===== src/rtl/i_decode.sv =====
`default_nettype none
// ============================================================================
//  Module      : i_decode
//  Description : LEGv8 instruction decode stage. Produces datapath control
//                signals, the sign-extended immediate and two register-file
//                read ports, all combinationally from the instruction. The
//                32 x WORD register file is written on the rising clock edge.
//                X31 (XZR) always reads as zero.
//  Config      : REGFILE_INIT_EN - when defined, reset loads Xn with n
//                (n = 0..30). Otherwise reset clears every register.
//  Revision    : 1.0 - initial release
// ============================================================================
module i_decode #(
    parameter int INSTR_LEN = 32,
    parameter int WORD      = 64
) (
    input  logic                 clk,
    input  logic                 reset,
    input  logic [INSTR_LEN-1:0] instruction_in,
    input  logic [WORD-1:0]      write_data_in,
    output logic [10:0]          opcode,
    output logic [WORD-1:0]      sign_extended_output,
    output logic                 reg2_loc,
    output logic                 uncondbranch,
    output logic                 branch,
    output logic                 mem_read,
    output logic                 mem_to_reg,
    output logic                 mem_write,
    output logic                 alu_src,
    output logic                 reg_write,
    output logic [1:0]           alu_op,
    output logic [WORD-1:0]      read_data1,
    output logic [WORD-1:0]      read_data2
);

    // Full 11-bit opcodes
    localparam logic [10:0] c_op_add  = 11'b10001011000;
    localparam logic [10:0] c_op_sub  = 11'b11001011000;
    localparam logic [10:0] c_op_and  = 11'b10001010000;
    localparam logic [10:0] c_op_orr  = 11'b10101010000;
    localparam logic [10:0] c_op_ldur = 11'b11111000010;
    localparam logic [10:0] c_op_stur = 11'b11111000000;
    // Short opcodes: CBZ uses opcode[10:3], B uses opcode[10:5]
    localparam logic [7:0]  c_op_cbz  = 8'b10110100;
    localparam logic [5:0]  c_op_b    = 6'b000101;
    // Zero register index
    localparam logic [4:0]  c_xzr     = 5'd31;
    localparam int          c_nregs   = 32;

    logic            w_is_rtype;
    logic            w_is_ldur;
    logic            w_is_stur;
    logic            w_is_cbz;
    logic            w_is_b;
    logic [4:0]      w_rn;
    logic [4:0]      w_rm;
    logic [4:0]      w_rd;
    logic [4:0]      w_rb;
    logic [WORD-1:0] r_regs [0:c_nregs-1];

    assign opcode = instruction_in[31:21];

    // Instruction class detection
    assign w_is_rtype = (opcode == c_op_add) || (opcode == c_op_sub) ||
                        (opcode == c_op_and) || (opcode == c_op_orr);
    assign w_is_ldur  = (opcode == c_op_ldur);
    assign w_is_stur  = (opcode == c_op_stur);
    assign w_is_cbz   = (opcode[10:3] == c_op_cbz);
    assign w_is_b     = (opcode[10:5] == c_op_b);

    // Control signal generation; unknown opcodes leave everything at zero
    always_comb begin
        reg2_loc     = 1'b0;
        uncondbranch = 1'b0;
        branch       = 1'b0;
        mem_read     = 1'b0;
        mem_to_reg   = 1'b0;
        mem_write    = 1'b0;
        alu_src      = 1'b0;
        reg_write    = 1'b0;
        alu_op       = 2'b00;
        if (w_is_rtype) begin
            reg_write = 1'b1;
            alu_op    = 2'b10;
        end else if (w_is_ldur) begin
            alu_src    = 1'b1;
            mem_to_reg = 1'b1;
            reg_write  = 1'b1;
            mem_read   = 1'b1;
        end else if (w_is_stur) begin
            reg2_loc  = 1'b1;
            alu_src   = 1'b1;
            mem_write = 1'b1;
        end else if (w_is_cbz) begin
            reg2_loc = 1'b1;
            branch   = 1'b1;
            alu_op   = 2'b01;
        end else if (w_is_b) begin
            uncondbranch = 1'b1;
        end
    end

    // Immediate extraction and sign extension by instruction format
    always_comb begin
        sign_extended_output = '0;
        if (w_is_ldur || w_is_stur) begin
            sign_extended_output = {{(WORD-9){instruction_in[20]}},
                                    instruction_in[20:12]};
        end else if (w_is_cbz) begin
            sign_extended_output = {{(WORD-19){instruction_in[23]}},
                                    instruction_in[23:5]};
        end else if (w_is_b) begin
            sign_extended_output = {{(WORD-26){instruction_in[25]}},
                                    instruction_in[25:0]};
        end
    end

    // Register addresses; stores and CBZ read their second operand from Rt
    assign w_rn = instruction_in[9:5];
    assign w_rm = instruction_in[20:16];
    assign w_rd = instruction_in[4:0];
    assign w_rb = reg2_loc ? w_rd : w_rm;

    // Asynchronous reads with XZR forced to zero; no write-to-read bypass
    assign read_data1 = (w_rn == c_xzr) ? '0 : r_regs[w_rn];
    assign read_data2 = (w_rb == c_xzr) ? '0 : r_regs[w_rb];

    // Register file update; reset wins over a simultaneous write
    always_ff @(posedge clk) begin
        if (reset) begin
            for (int i = 0; i < c_nregs; i++) begin
`ifdef REGFILE_INIT_EN
                r_regs[i] <= (i == c_nregs - 1) ? '0 : WORD'(i);
`else
                r_regs[i] <= '0;
`endif
            end
        end else if (reg_write && (w_rd != c_xzr)) begin
            r_regs[w_rd] <= write_data_in;
        end
    end

endmodule
`default_nettype wire


===== config.mk =====
export PLATFORM = sky130hd
export DESIGN_NAME = i_decode
export DESIGN_NICKNAME = d
export VERILOG_FILES = /design/src/rtl/i_decode.sv
export SDC_FILE = /design/constraint.sdc
export NUM_CORES = 2
export LEC_CHECK = 0
export CAP_MARGIN = 15
export CELL_PAD_IN_SITES_DETAIL_PLACEMENT = 2
export CELL_PAD_IN_SITES_GLOBAL_PLACEMENT = 2
export CORE_MARGIN = 1.5
export CORE_UTILIZATION = 48
export CTS_BUF_LIST = sky130_fd_sc_hd__clkbuf_8
export DETAILED_ROUTE_END_ITERATION = 10
export GPL_TIMING_DRIVEN = 0
export PLACE_DENSITY = 0.9
export REMOVE_ABC_BUFFERS = 1
export SLEW_MARGIN = 10
export SYNTH_ARGS = -nofsm -noshare
export SYNTH_HDL_FRONTEND = slang
export SYNTH_SLANG_ARGS = --single-unit

===== constraint.sdc =====
create_clock -name clk -period 7 [get_ports clk]
set_input_delay 0.7 -clock clk [delete_from_list [all_inputs] [get_ports clk]]
set_output_delay 0.7 -clock clk [all_outputs]
set_load 0.03 [all_outputs]

==> run summary, run 1 <==
total CTS buffers: 365
failing step: global routing
clock buffer depth: 4
yosys synthesis warning count: 0
All-Layer GR Usage: 0.833
area leader, netlist: edfxtp_1
syn_area_per_cell: 13.2 sq um
initial antenna violation count: 256
grt ovf: 9
mapped cell area: 111,000 sq um
FFs w/ async S/R, synth: 0
port bufs: 310
gp weighted congestion: 0.763
row cnt: 176
dpl ws: -1190 ps
top post-synthesis cells by area: edfxtp_1, mux4_2, and2_1
chip height: 483 um
initial core utilization: 0.482
final HPWL from detailed placement: 365,000 um
CTS Hold Bufs: 0
Root Buffer: clkbuf_8
Halt Reason: [ERROR GRT-0232] Routing congestion too high. Check the congestion heatmap in the GUI.
dpl cells: 11,274
die extent in x: 483 um
Worst EP Category: top-level output
largest net degree at the start of global routing: 83
area share of the largest cell type after synthesis: 0.555
TritonCTS sink count: 2,048
Yosys cell types: 62
status: did not finish
num ports: 311
Post-synth EDFFs: 2,048
worst setup endpoint GRT: read_data2[42]
number of synthesized register bits: 2,048
Most used DFF post-synth: edfxtp_1
H-Tree Level Count: 5
cell count after synthesis: 8,417
register area share after synthesis: 0.555
## repair_timing
| item | 4_1_cts |
|---|---|
| endpoints found under the setup margin | 49 |
| cloned | 2 |
| buffers inserted | 6 |
| pin swaps | 5 |
| gates resized for setup | 27 |
## per-stage QoR
stage                      util  hold WS [ps]  area [sq um]
after floorplan               -           812        107000
after global placement    0.496          1940        114000
after detailed placement  0.531          1260        122000
after CTS                 0.558          50.0        128000
## routing by layer
layer / global-route usage / overflow
met1: 0.809 / 0
met2: 0.932 / 3
met3: 0.778 / 0
met4: 0.818 / 6
met5: 0.616 / 0
## kinds of logic after synthesis
kind of cell,Yosys count,share of synthesized area
flops,2048,0.555
simple gates,3503,0.172
mux,1472,0.205
other cells,1,0.0000339
buf+inv,946,0.0372
compound gates,447,0.0304
## synth_stat cells, types with 2 or more instances
cell / instances
edfxtp_1: 2048
and2_1: 1987
mux2i_1: 831
nand2_1: 773
clkbuf_1: 651
mux4_2: 640
nand3_1: 514
o22ai_1: 126
buf_2: 117
nor2_1: 103
buf_4: 90
nor3_1: 66
buf_1: 65
a22oi_1: 63
a31oi_1: 63
o2111ai_1: 63
o221ai_1: 63
or2_2: 31
buf_6: 12
inv_1: 11
a221o_1: 9
a21o_1: 8
a222oi_1: 8
a211oi_1: 6
and3_1: 5
nand2b_1: 5
o21ai_0: 5
o21ai_2: 5
o211ai_1: 4
a21oi_1: 3
nand3b_1: 3
o211a_1: 3
a2111oi_0: 2
a311oi_1: 2
nand4_1: 2
nor2b_1: 2
o211ai_2: 2
or3b_2: 2
==> run 2, diff against run 1 <==
CELL_PAD_IN_SITES_DETAIL_PLACEMENT = unset   (was 2)
CELL_PAD_IN_SITES_GLOBAL_PLACEMENT = unset   (was 2)
CORE_UTILIZATION = 33   (was 48)
CTS_BUF_LIST = unset   (was sky130_fd_sc_hd__clkbuf_8)
PLACE_DENSITY = unset   (was 0.9)
PLACE_DENSITY_LB_ADDON = 0.15   (was unset)
==> run summary, run 2 <==
slew margin rel.: 0.232
area leader, netlist: edfxtp_1
largest net degree at the start of global routing: 87
chip height: 582 um (+20%)
Comb power frac: 0.150
total CTS buffers: 236 (-35%)
largest registers: r_regs: 2048 flops
count leader, synth: edfxtp_1
Core ar.: 334,000 sq um
max FFs per register: 2,048
cell count after synthesis: 8,417 (unchanged)
cell internal pwr: 22.4 mW
Root Buffer: clkbuf_16
max-cap violation count: 0
Area Overhead vs Synth: 18.8%
final period utilization: 0.986
grt ovf: 0
vias in the first global route: 74,424
yosys synthesis warning count: 0 (unchanged)
final core utilization: 0.394
mapped cell area: 111,000 sq um (unchanged)
port bufs: 310 (unchanged)
register area share after synthesis: 0.555 (unchanged)
Startpoint Class: primary input
CP arrival: 6200 ps
final hold violation count: 0
switching pwr: 8.35 mW
Most used DFF post-synth: edfxtp_1
CP endpoint kind: output port
total number of vias: 76,419
CTS tree: done
initial antenna violation count: 62
final setup fails: 0
Post-synth EDFFs: 2,048 (unchanged)
share of power burned in registers: 0.469
max-slew violations: 0
clock-pin slew on the worst setup and hold paths: 60 ps
first-pass GRT wire length: 619,000 um
row cnt: 212 (+20%)
final setup TNS: 0 ps
commonest non-fill, non-tap cell in the layout: edfxtp_1
wire length per cell: 34.4 um
power density cells: 234 nW/um^2
total die area: 339,000 sq um
critical path class: in2out
most frequent cells in the layout: edfxtp_1, and2_1, mux2i_1
maximum vdd drop: 0.000208 V
clock group share of total power: 0.381
Final Net Count: 8,632
Worst-Margin Slew: 1150 ps
gp weighted congestion: 0.749 (-1.8%)
status: completed
number of synthesized register bits: 2,048 (unchanged)
final HPWL from detailed placement: 302,000 um (-17%)
Hold Path Class: in2reg
CTS Hold Bufs: 0 (unchanged)
router iterations before antenna repair: 9
fin crit period: 6900 ps
num ports: 311 (unchanged)
initial core utilization: 0.332 (-0.150)
clock buffer depth: 4 (unchanged)
post-route cell area: 132,000 sq um
TritonCTS sink count: 2,048 (unchanged)
crit-path max FO: 22
area share of the largest cell type after synthesis: 0.555 (unchanged)
Sw Share: 0.272
list of most frequent post-synthesis cells: edfxtp_1, and2_1, mux2i_1, nand2_1, clkbuf_1
Post-route DRC: 0
RSZ-0062 raised after global routing: no
WL final: 452,000 um
fraction of layout cells with a size suffix above 1: 0.169
antenna-violating nets left: 0
P_leak: 48.1 nW
Largest Register: r_regs
Fmax achieved: 145 MHz
Iter 0 DRT Violations: 10,212
FFs w/ async S/R, synth: 0 (unchanged)
die extent in x: 582 um (+20%)
Yosys cell types: 62 (unchanged)
All-Layer GR Usage: 0.261
top post-synthesis cells by area: edfxtp_1, mux4_2, and2_1
vias per cell: 5.82
Placed Area: 124,000 sq um (+2.1%)
critical path required time: 6300 ps
total power: 30.8 mW
syn_area_per_cell: 13.2 sq um (unchanged)
H-Tree Level Count: 4 (-1)
[run 2: cell counts after synthesis]
Identical to the previous run, type by type.
[run 2: cell type report]
type                       instances  area (sq um)
sequential                      2048         61500
antenna                           25          62.6
tap                             4387          5490
inverter                          11          41.3
clock buffer                     299          6160
clock inverter                   127           841
timing repair buffer             751         11600
multi-input combinational       5486         45900
fill                           30829        202000
[run 2: per-stage QoR]
| step | cells | setup WS, ps | hold slack [ps] |
|---|---|---|---|
| after global routing | 13112 | 11.9 | 320 |
| final | 13134 | 98.9 | 314 |
| after global placement | 12242 | -83910 | 2030 |
| after CTS | 13104 | 7.73 | 279 |
| after floorplan | 7545 | -24140 | 812 |
| after detailed placement | 12677 | -904 | 1270 |
[run 2: power by group through the flow]
stage               clock network [mW]  registers [mW]  logic [mW]
floorplan                            0            14.6        3.04
CTS                               11.9            14.4        4.60
global placement                     0            14.7        7.12
finish                            11.7            14.4        4.60
global route                      12.3            14.5        4.80
detailed placement                   0            14.7        4.59
[run 2: critical path, cell delays in order]
cell and delay, ps:
clkdlybuf4s50_1 510, or4b_4 620, o21a_2 330, o211ai_4 430
buf_16 240, nand4_4 430, buf_12 360, buf_12 200
buf_12 200, o22ai_1 280, nor3_1 110, o2111ai_1 870
clkdlybuf4s50_1 840
[run 2: final timing paths]
check                 cells after the start  slack [ps]               start             end
worst min-delay path                      1         310               reset  r_regs[31][30]
worst max-delay path                     13         100  instruction_in[23]  read_data2[21]
[run 2: cell families after synthesis]
family,share of synthesized area
flops,0.555
buf+inv,0.0372
other cells,0.0000339
simple gates,0.172
mux,0.205
compound gates,0.0304
[run 2: metal layers]
metal | share of wire | GRT usage | up-vias
met3 | 0.093 | 0.0438 | 858
met4 | 0.037 | 0.0890 | 10
li1 | - | - | 31380
met5 | 0.00015 | 0 | -
met1 | 0.42 | 0.370 | 39742
met2 | 0.45 | 0.403 | 4429
[run 2: timing repair]
item	in CTS	in global routing
buffers inserted	1	5
resized for setup	16	12
gates cloned	0	0
pin swaps	1	2
setup endpoints to repair	24	14
Power figures use the tool's default switching activity.
